$ cat src/rtl/common_pkg.sv
// Instruction-bus request/response types shared by every bus master and slave.
package common_pkg;

  typedef struct packed {
    logic        valid;
    logic [63:0] addr;
  } ibus_req_t;

  typedef struct packed {
    logic        addr_ok;
    logic        data_ok;
    logic [31:0] data;
  } ibus_resp_t;

endpackage

$ cat src/rtl/pipes_pkg.sv
// Pipeline-stage types: fetch FSM states, sequential PC step and the fetch->decode payload.
package pipes_pkg;

  typedef enum logic [1:0] {REQ = 2'd0, OUT = 2'd1, DROP = 2'd2} fetch_state_t;

  localparam logic [63:0] PC_STEP = 64'd4;

  // CTL_NONE must stay zero so an all-zero instruction decodes to an all-zero payload
  typedef enum logic [3:0] {
    CTL_NONE, CTL_ALU, CTL_ALUI, CTL_LOAD, CTL_STORE,
    CTL_BRANCH, CTL_JAL, CTL_JALR, CTL_LUI, CTL_AUIPC
  } ctl_op_t;

  typedef struct packed {
    ctl_op_t op;
    logic    reg_write;
  } ctl_t;

  typedef struct packed {
    logic [63:0] pc;
    logic [31:0] raw_instr;
    ctl_t        ctl;
    logic [4:0]  ra1;
    logic [4:0]  ra2;
    logic [4:0]  dst;
    logic [63:0] imm;
  } fetch_data_t;

endpackage

$ cat src/rtl/fetch_decoder.sv
// Combinational RV-style decode of the latched instruction into ctl/register fields/immediate.
module fetch_decoder
  import pipes_pkg::*;
(
  input  logic [31:0] instr,
  output ctl_t        ctl,
  output logic [4:0]  ra1,
  output logic [4:0]  ra2,
  output logic [4:0]  dst,
  output logic [63:0] imm
);

  always_comb begin
    ctl = '{op: CTL_NONE, reg_write: 1'b0};
    imm = '0;
    ra1 = instr[19:15];
    ra2 = instr[24:20];
    dst = instr[11:7];
    case (instr[6:0])
      7'h33: ctl = '{op: CTL_ALU, reg_write: 1'b1};
      7'h13: begin
        ctl = '{op: CTL_ALUI, reg_write: 1'b1};
        imm = {{52{instr[31]}}, instr[31:20]};
      end
      7'h03: begin
        ctl = '{op: CTL_LOAD, reg_write: 1'b1};
        imm = {{52{instr[31]}}, instr[31:20]};
      end
      7'h23: begin
        ctl = '{op: CTL_STORE, reg_write: 1'b0};
        imm = {{52{instr[31]}}, instr[31:25], instr[11:7]};
      end
      7'h63: begin
        ctl = '{op: CTL_BRANCH, reg_write: 1'b0};
        imm = {{52{instr[31]}}, instr[7], instr[30:25], instr[11:8], 1'b0};
      end
      7'h6f: begin
        ctl = '{op: CTL_JAL, reg_write: 1'b1};
        imm = {{44{instr[31]}}, instr[19:12], instr[20], instr[30:21], 1'b0};
      end
      7'h67: begin
        ctl = '{op: CTL_JALR, reg_write: 1'b1};
        imm = {{52{instr[31]}}, instr[31:20]};
      end
      7'h37: begin
        ctl = '{op: CTL_LUI, reg_write: 1'b1};
        imm = {{32{instr[31]}}, instr[31:12], 12'b0};
      end
      7'h17: begin
        ctl = '{op: CTL_AUIPC, reg_write: 1'b1};
        imm = {{32{instr[31]}}, instr[31:12], 12'b0};
      end
      default: ;
    endcase
  end

endmodule

$ cat src/rtl/fetch.sv
// Instruction-fetch stage: PC register, ibus request FSM, latched and decoded output.
// Define FETCH_PREFETCH_EN for a one-entry prefetch buffer giving back-to-back delivery.
module fetch
  import common_pkg::*;
  import pipes_pkg::*;
#(
  parameter logic [63:0] PC_RESET = 64'h8000_0000,
  parameter logic [63:0] PC_STEP  = pipes_pkg::PC_STEP
) (
  input  logic        clk,
  input  logic        reset,
  output ibus_req_t   ireq,
  input  ibus_resp_t  iresp,
  input  logic        redirect_valid,
  input  logic [63:0] redirect_pc,
  input  logic        fetch_ready,
  output logic        fetch_valid,
  output fetch_data_t dataF
);

  fetch_state_t state, state_n;
  logic        started, req_live, fv, fv_n;
  logic [63:0] pc, pc_n, hold, hold_n, dpc, dpc_n;
  logic [31:0] raw, raw_n;
  logic        unused_addr_ok;
  ctl_t        ctl;
  logic [4:0]  ra1, ra2, dst;
  logic [63:0] imm;
`ifdef FETCH_PREFETCH_EN
  logic        bv, bv_n;
  logic [63:0] bpc, bpc_n;
  logic [31:0] braw, braw_n;
`endif

  assign unused_addr_ok = iresp.addr_ok;
  // hold keeps the outstanding address on the bus while pc already tracks the redirect
  assign req_live    = started && (state != OUT);
  assign ireq        = '{valid: req_live, addr: (state == DROP) ? hold : pc};
  assign fetch_valid = fv;

  always_comb begin
    state_n = state;
    pc_n    = pc;
    hold_n  = hold;
    fv_n    = fv;
    dpc_n   = dpc;
    raw_n   = raw;
`ifdef FETCH_PREFETCH_EN
    bv_n    = bv;
    bpc_n   = bpc;
    braw_n  = braw;
    if (redirect_valid) begin
      fv_n    = 1'b0;
      bv_n    = 1'b0;
      pc_n    = redirect_pc;
      hold_n  = ireq.addr;
      state_n = (req_live && !iresp.data_ok) ? DROP : REQ;
    end else begin
      if (fv && fetch_ready) begin
        fv_n  = bv;
        dpc_n = bpc;
        raw_n = braw;
        bv_n  = 1'b0;
      end
      // pc is the next address to request; it advances as each response lands
      if (state == REQ && req_live && iresp.data_ok) begin
        if (!fv_n) begin
          fv_n  = 1'b1;
          dpc_n = pc;
          raw_n = iresp.data;
        end else begin
          bv_n   = 1'b1;
          bpc_n  = pc;
          braw_n = iresp.data;
        end
        pc_n = pc + PC_STEP;
      end
      if (state == DROP) state_n = iresp.data_ok ? REQ : DROP;
      else               state_n = (fv_n && bv_n) ? OUT : REQ;
    end
`else
    case (state)
      REQ:
        if (redirect_valid) begin
          pc_n   = redirect_pc;
          hold_n = pc;
          if (req_live && !iresp.data_ok) state_n = DROP;
        end else if (req_live && iresp.data_ok) begin
          state_n = OUT;
          fv_n    = 1'b1;
          dpc_n   = pc;
          raw_n   = iresp.data;
        end
      DROP: begin
        if (redirect_valid) pc_n = redirect_pc;
        if (iresp.data_ok) state_n = REQ;
      end
      OUT:
        if (redirect_valid || fetch_ready) begin
          pc_n    = redirect_valid ? redirect_pc : pc + PC_STEP;
          fv_n    = 1'b0;
          state_n = REQ;
        end
      default: state_n = REQ;
    endcase
`endif
  end

  always_ff @(posedge clk or negedge reset) begin
    if (!reset) begin
      state   <= REQ;
      started <= 1'b0;
      pc      <= PC_RESET;
      hold    <= PC_RESET;
      fv      <= 1'b0;
      dpc     <= '0;
      raw     <= '0;
`ifdef FETCH_PREFETCH_EN
      bv      <= 1'b0;
      bpc     <= '0;
      braw    <= '0;
`endif
    end else begin
      state   <= state_n;
      started <= 1'b1;
      pc      <= pc_n;
      hold    <= hold_n;
      fv      <= fv_n;
      dpc     <= dpc_n;
      raw     <= raw_n;
`ifdef FETCH_PREFETCH_EN
      bv      <= bv_n;
      bpc     <= bpc_n;
      braw    <= braw_n;
`endif
    end
  end

  fetch_decoder u_dec (
    .instr (raw),
    .ctl   (ctl),
    .ra1   (ra1),
    .ra2   (ra2),
    .dst   (dst),
    .imm   (imm)
  );

  assign dataF = '{pc: dpc, raw_instr: raw, ctl: ctl, ra1: ra1, ra2: ra2, dst: dst, imm: imm};

endmodule

$ cat config.mk
export PLATFORM = sky130hd
export DESIGN_NAME = fetch
export DESIGN_NICKNAME = d
export VERILOG_FILES = /design/src/rtl/common_pkg.sv /design/src/rtl/pipes_pkg.sv /design/src/rtl/fetch_decoder.sv /design/src/rtl/fetch.sv
export SDC_FILE = /design/constraint.sdc
export NUM_CORES = 1
export LEC_CHECK = 0
export CAP_MARGIN = 20
export CORE_ASPECT_RATIO = 1.75
export CORE_MARGIN = 4
export CORE_UTILIZATION = 45
export CTS_BUF_LIST = sky130_fd_sc_hd__clkbuf_2
export DETAILED_ROUTE_END_ITERATION = 8
export HOLD_SLACK_MARGIN = 0.1
export PLACE_DENSITY_LB_ADDON = 0.15
export SYNTH_ARGS = -nofsm -noshare
export SYNTH_HDL_FRONTEND = slang
export SYNTH_SLANG_ARGS = --single-unit
export TNS_END_PERCENT = 20
$ cat constraint.sdc
create_clock -name clk -period 2.9 [get_ports clk]
set_clock_uncertainty 0.15 [all_clocks]
set_input_delay 0.725 -clock clk [delete_from_list [all_inputs] [get_ports clk]]
set_output_delay 0.725 -clock clk [all_outputs]
set_load 0.01 [all_outputs]
==> results of run 1 <==
## flip-flops by register name, summed over array words and instances, names as in the netlist
signal / cells
pc: 64
started: 1
dpc: 64
state: 2
raw: 32
hold: 64
fetch_valid: 1
## power groups by stage
stage	Combinational, W	Sequential (W)	Clock [W]
after floorplan	0.00168	0.00451	0
after global placement	0.00380	0.00447	0
after detailed placement	0.00385	0.00450	0
after CTS	0.00397	0.00446	0.00217
after global routing	0.00429	0.00456	0.00233
final	0.00402	0.00446	0.00209
## how the worst min path moves through the flow
stage	cells past startpoint	startpoint	to
3_3_place_gp	2	dpc[60]	dpc[60]
2_1_floorplan	0	reset	dpc[0]
5_1_grt	3	redirect_pc[1]	pc[1]
4_1_cts	3	redirect_pc[0]	pc[0]
6_report	3	redirect_pc[0]	pc[0]
3_5_place_dp	2	dpc[41]	dpc[41]
## routing by layer
metal | vias to the layer above | wire, µm | global-route usage (%)
met4 | 0 | 1627 | 12.01
met1 | 5354 | 14290 | 27.48
met2 | 464 | 22940 | 52.75
met5 | - | 0 | 0
met3 | 106 | 2749 | 5.943
li1 | 4999 | - | -
## metrics by stage
| step | utilization (%) | hold WS, ns | TNS [ns] | power (W) | cells |
|---|---|---|---|---|---|
| 3_3_place_gp | 61.07 | 0.3175 | -2.321 | 0.008266 | 1780 |
| 6_report | 64.71 | 0.2039 | -42.55 | 0.01057 | 1908 |
| 2_1_floorplan | - | 0.2794 | 0 | 0.006186 | 1155 |
| 4_1_cts | 64.07 | 0.1324 | -53.57 | 0.01060 | 1903 |
| 3_5_place_dp | 61.07 | 0.3283 | -3.765 | 0.008348 | 1780 |
| 5_1_grt | 64.71 | 0.1669 | -61.80 | 0.01117 | 1908 |
## cell usage after synthesis, types with 26 or more instances
master    number
dfrtp_1      226
mux2_2       210
nand2_1       84
clkbuf_1      69
nor2_1        55
nand3_1       52
buf_4         48
a21oi_1       47
o21ai_0       39
nand4_1       30
nor3_1        26
## layout by cell type, fill, tap and decap left out, types with 10 or more instances in the layout
cell type,n
a21o_1,21
a21oi_1,46
and3_1,21
and4_1,10
buf_12,12
buf_2,44
buf_4,98
buf_6,90
clkbuf_2,86
clkdlybuf4s50_1,200
clkinv_1,12
dfrtp_1,222
mux2_2,159
mux2_4,51
nand2_1,83
nand3_1,52
nand4_1,30
nor2_1,54
nor3_1,24
nor4_1,13
o21ai_0,31
o22ai_1,19
## timing repair
item / 4_1_cts / 5_1_grt
buffers inserted: 19 / 3
gates resized for setup: 642 / 70
cloned: 5 / 0
setup endpoints to repair: 145 / 137
pin swaps: 18 / 2
hold endpoints to repair: 118 / 0
hold buffers: 1 / 0
## worst reg2reg max path, stage by stage (launching register included)
cell and delay, ns:
dfrtp_1 0.53, nand4_4 0.20, nor4_4 0.52, nand4_1 0.42, o311ai_0 0.53, nand3_1 0.19
## logic make-up (layout without fill, tap and decap cells)
kind of cell | count (synthesis) | after routing | synth area share [%]
AND/OR/NAND/NOR | 353 | 353 | 15.61
flip-flops | 228 | 228 | 46.92
multiplexers | 217 | 217 | 20.02
AO/OA/AOI/OAI | 201 | 204 | 10.83
buffers and inverters | 153 | 577 | 6.408
adder cells (fa/ha/maj) | 1 | 1 | 0.1028
other | 1 | 3 | 0.03083
XOR/XNOR | 1 | 1 | 0.07201
## cell type report
class                   instances  area (µm²)  area share [%]
flip-flops and latches        228        5713           33.20
inverters                       9       33.78          0.1963
repair buffers                470        4543           26.40
well taps                     324       405.4           2.356
diodes                          2       5.005         0.02909
clock buffers                  85       425.4           2.472
clock inverters                13       50.05          0.2909
multi-input cells             777        6031           35.05
==> results.yml, run 1 <==
critical_path:
  cp-startpoint: "raw[2]"
  path_class: "flop to output port"
  rr_endpoint: "pc[56]"
  path_cells: "nor2b_1 -> a211o_1 -> nor3_2 -> buf_4 -> buf_4 -> o21a_4 -> buf_4 -> buf_6"
  critPathCapture: "dataF[52]"
  cp_slowest_cell: "dfrtp_1"
  required_ns: 2.03
  cpMostUsedCell: "buf_4"
  r2r_cells: 5
  crit_path_max_incr_delay_ns: 0.38
  arrival_ns: 2.52
  r2r-start: "pc[14]"
  cp-start-kind: "flop"
  cp-end-kind: "output port"
  critical_path_depth: 8
  path_max_fanout: 8
  cp_num_buf_inv: 4
  cp_top_family: "compound AO/OA/AOI/OAI gates"
  r2r_slack_ns: 0.18
route:
  drc: 0
  final_antenna_net_count: 0
  via_per_inst: 5.725
  drt_first_pass_iters: 7
  drtIter0Drc: 533
  drt_wl_total_um: 41610
  vias: 10920
  wl_per_cell_um: 21.81
sta:
  slew_violations: 0
  finalSetupViolCount: 133
  relSlewSlack_pct: 54.90
  rsz0062_at_grt: "yes"
  layout_min_cycle_time_ns: 3.397
  worstMarginPinSlew_ns: 0.6671
  hold_viol: 0
  fmax_mhz: 294.4
  setup_slack_ns: -0.4966
  min_period_over_period_pct: 117.1
die:
  start_util_pct: 45.75
  core_area_um2: 26590
  ios: 348
  die_area_um2: 29830
  rows: 79
  die_x_um: 132.3
  die_height_um: 225.5
clock_tree:
  clk_pin_slew_worst_paths_ns: 0.11
  htreeDepth: 2
  clkSinkCount: 228
  clk-insertion-delay-late_ns: 0.93
  cts_tree: "yes"
  cts_root_buf: "clkbuf_2"
  cts_buffers: 54
  clk_path_buf_depth: 3
yosys:
  synth_fp_nets: 1258
  ys_types: 65
  yosys_warnings: 0
  synthTopCellsByArea: "dfrtp_1 (46%), mux2_2 (19%), buf_4 (3.0%)"
  synth_edf_count: 0
  yosys.area.top_type: "dfrtp_1"
  async_flop_share_pct: 100.0
  synth_top_flop_cell: "dfrtp_1"
  synth.avg_cell_area_um2: 10.53
  ys_ff_latch: 228
  synth_area_um2: 12160
  ys_seq_area_share_pct: 46.92
  synthCells: 1155
  synth_top_area_share_pct: 46.49
place:
  port_buffers: 346
  gp_congestion: 0.9616
  place_ws_ns: -0.1163
  place_area_um2: 16240
  dp_hpwl_um: 29760
power:
  power.density_nw_per_um2: 614.2
  peakVddDrop_mv: 0.3896
  clock_power_share_pct: 19.7
  seqPwrFrac_pct: 42.2
  switching_share_pct: 33.82
  p_leak_nw: 7.658
  power.switching_w: 0.003575
  pwr-share-comb_pct: 38.0
  intPower_w: 0.006994
status:
  status: "complete, but fails checks"
  violations: "negative setup slack"
run:
  drv_cap: 0
final_layout:
  fillers: 2170
  nets: 1643
  design_area_um2: 17210
  synthToLayoutAreaGrowth_pct: 41.45
  drive_above_1_share_pct: 37.67
global_routing:
  grt_pass1_wl_um: 63930
  grt_antenna_before_repair: 3
  grt_use_total_pct: 27.15
  grt_max_degree: 106
  grt-ovfl-total: 0
  grt_pass1_vias: 11320
worst_hold_path:
  min-delay-path-class: "input pin to flop"
(Power assumes the default switching activity.)
==> run 2: changes to the inputs <==
Settings changed: SETUP_SLACK_MARGIN set to 0.3.
==> run 2 against run 1 <==
Net effect: the run still ends with negative setup slack left; worst hold slack better by 0.017 ns; register-to-register slack better by 0.23 ns; non-clock buffer count up 2; total power down 4.8%; critical path type unchanged.
==> results.yml, run 2 (synthesized netlist as in run 1, its figures left out) <==
global_routing:
  grt_max_degree: 74
  grt-ovfl-total: 0
  grt_pass1_vias: 11300
  grt_antenna_before_repair: 2
  grt_use_total_pct: 26.82
  grt_pass1_wl_um: 63400
route:
  drtIter0Drc: 530
  drc: 0
  vias: 10990
  wl_per_cell_um: 21.73
  via_per_inst: 5.789
  final_antenna_net_count: 0
  drt_wl_total_um: 41270
  drt_first_pass_iters: 8
final_layout:
  drive_above_1_share_pct: 39.03
  fillers: 2310
  final_common_cell: "dfrtp_1"
  reg.largest.list: "dpc (64), hold (64), pc (64)"
  ff_latch_area_um2: 5720
  multi_input_area_um2: 5987
  synthToLayoutAreaGrowth_pct: 38.65
  design_area_um2: 16870
  nets: 1643
  layout_common_cells: "dfrtp_1 (216), mux2_2 (184), clkbuf_2 (105), clkdlybuf4s50_1 (99), dlygate4sd2_1 (92)"
sta:
  setup_slack_ns: -0.4517
  rsz0062_at_grt: "yes"
  hold_viol: 0
  min_period_over_period_pct: 115.6
  hold_slack_ns: 0.2205
  slew_violations: 0
  worstMarginPinSlew_ns: 0.6341
  layout_min_cycle_time_ns: 3.352
  finalSetupViolCount: 131
  relSlewSlack_pct: 57.72
  fmax_mhz: 298.4
power:
  pwr-share-comb_pct: 36.0
  seqPwrFrac_pct: 44.2
  total_power_w: 0.01006
  p_leak_nw: 7.675
  power.switching_w: 0.003519
  intPower_w: 0.006544
  clock_power_share_pct: 19.7
  power.density_nw_per_um2: 596.6
  peakVddDrop_mv: 0.3248
  switching_share_pct: 34.97
die:
  die_x_um: 132.3
  start_util_pct: 45.75
  rows: 79
  die_height_um: 225.5
  die_area_um2: 29830
  core_area_um2: 26590
  ios: 348
clock_tree:
  htreeDepth: 2
  cts_buffers: 52
  clkSinkCount: 228
  cts_tree: "yes"
  clk_path_buf_depth: 3
  clk-insertion-delay-late_ns: 0.91
  cts_root_buf: "clkbuf_2"
  clk_pin_slew_worst_paths_ns: 0.11
place:
  port_buffers: 346
  gp_congestion: 0.9445
  place_area_um2: 16330
  dp_hpwl_um: 29510
critical_path:
  required_ns: 2.03
  r2r_cells: 6
  r2r-start: "pc[2]"
  cp_num_buf_inv: 2
  r2r_slack_ns: 0.41
  rr_endpoint: "pc[56]"
  cp_slowest_cell: "dfrtp_1"
  path_class: "flop to output port"
  path_cells: "nor2b_4 -> a211o_1 -> nor3_4 -> and2_4 -> buf_12 -> a21o_1 -> buf_2"
  cp-start-kind: "flop"
  cp-end-kind: "output port"
  crit_path_max_incr_delay_ns: 0.44
  arrival_ns: 2.48
  path_max_fanout: 11
  cp_top_family: "simple AND/OR/NAND/NOR gates"
status:
  violations: "negative setup slack"
  status: "complete, but fails checks"
worst_hold_path:
  min-delay-path-class: "input pin to async pin"
run:
  drv_cap: 0
-- run 2: cell types whose count changed in the layout (fill, tap and decap cells not counted), sizes merged --
cell,previous run,this run
buf,249,232
clkbuf,86,105
clkdlybuf4s15,8,18
clkdlybuf4s50,200,99
clkinv,13,9
clkinvlp,0,1
dlygate4sd2,9,92
-- run 2: power groups by stage --
stage	Clock, W	Sequential [W]	Combinational (W)
finish	0.00199	0.00445	0.00362
global route	0.00222	0.00456	0.00389
CTS	0.00208	0.00445	0.00361
detailed placement	0	0.00450	0.00386
global placement	0	0.00447	0.00381
floorplan	0	0.00451	0.00169
-- run 2: timing repair --
item,CTS,global route
pin swaps,13,12
gates cloned,4,1
hold buffers,1,0
resized for setup,572,223
endpoints found under the setup margin,247,148
endpoints found under the hold margin,125,0
setup buffers,13,6
-- run 2: per-layer routing --
| layer | vias to the layer above | routed length, µm | global-route usage [%] |
|---|---|---|---|
| met3 | 125 | 2815 | 5.943 |
| met4 | 2 | 2018 | 13.02 |
| met1 | 5380 | 14320 | 27.99 |
| met5 | - | 12 | 0 |
| met2 | 511 | 22110 | 50.51 |
| li1 | 4976 | - | - |
-- run 2: stage by stage --
stage                      TNS, ns  setup slack (ns)  utilization [%]  cells
after floorplan                  0            0.3021                -   1155
after global placement    -0.08205          -0.01794            61.43   1785
after detailed placement   -0.1416          -0.02681            61.43   1785
after CTS                   -60.80           -0.6638            63.43   1890
after global routing        -57.70           -0.6210            63.42   1898
final                       -38.54           -0.4517            63.43   1899
-- run 2: how the worst max path moves through the flow --
stage / endpoint / from / depth (start not counted)
2_1_floorplan: ireq[14] / state[1] / 5
3_3_place_gp: dataF[17] / raw[5] / 7
3_5_place_dp: dataF[3] / raw[5] / 6
4_1_cts: dataF[62] / raw[2] / 6
5_1_grt: dataF[27] / raw[2] / 7
6_report: dataF[27] / raw[2] / 7
-- run 2: final cells by class --
type,instances,share of cell area (%)
multi-input cells,777,35.50
flip-flops and latches,228,33.92
repair buffers,472,25.42
well taps,324,2.404
clock buffers,77,2.285
clock inverters,10,0.2448
inverters,9,0.2003
diodes,2,0.02967
-- run 2: worst reg2reg max path, cell delays in order (launching register included) --
cell and delay [ns]:
dfrtp_1 0.38, ha_2 0.23, and4_1 0.28, and4_2 0.33, nand4_1 0.36, or4_1 0.53, nand3_1 0.10
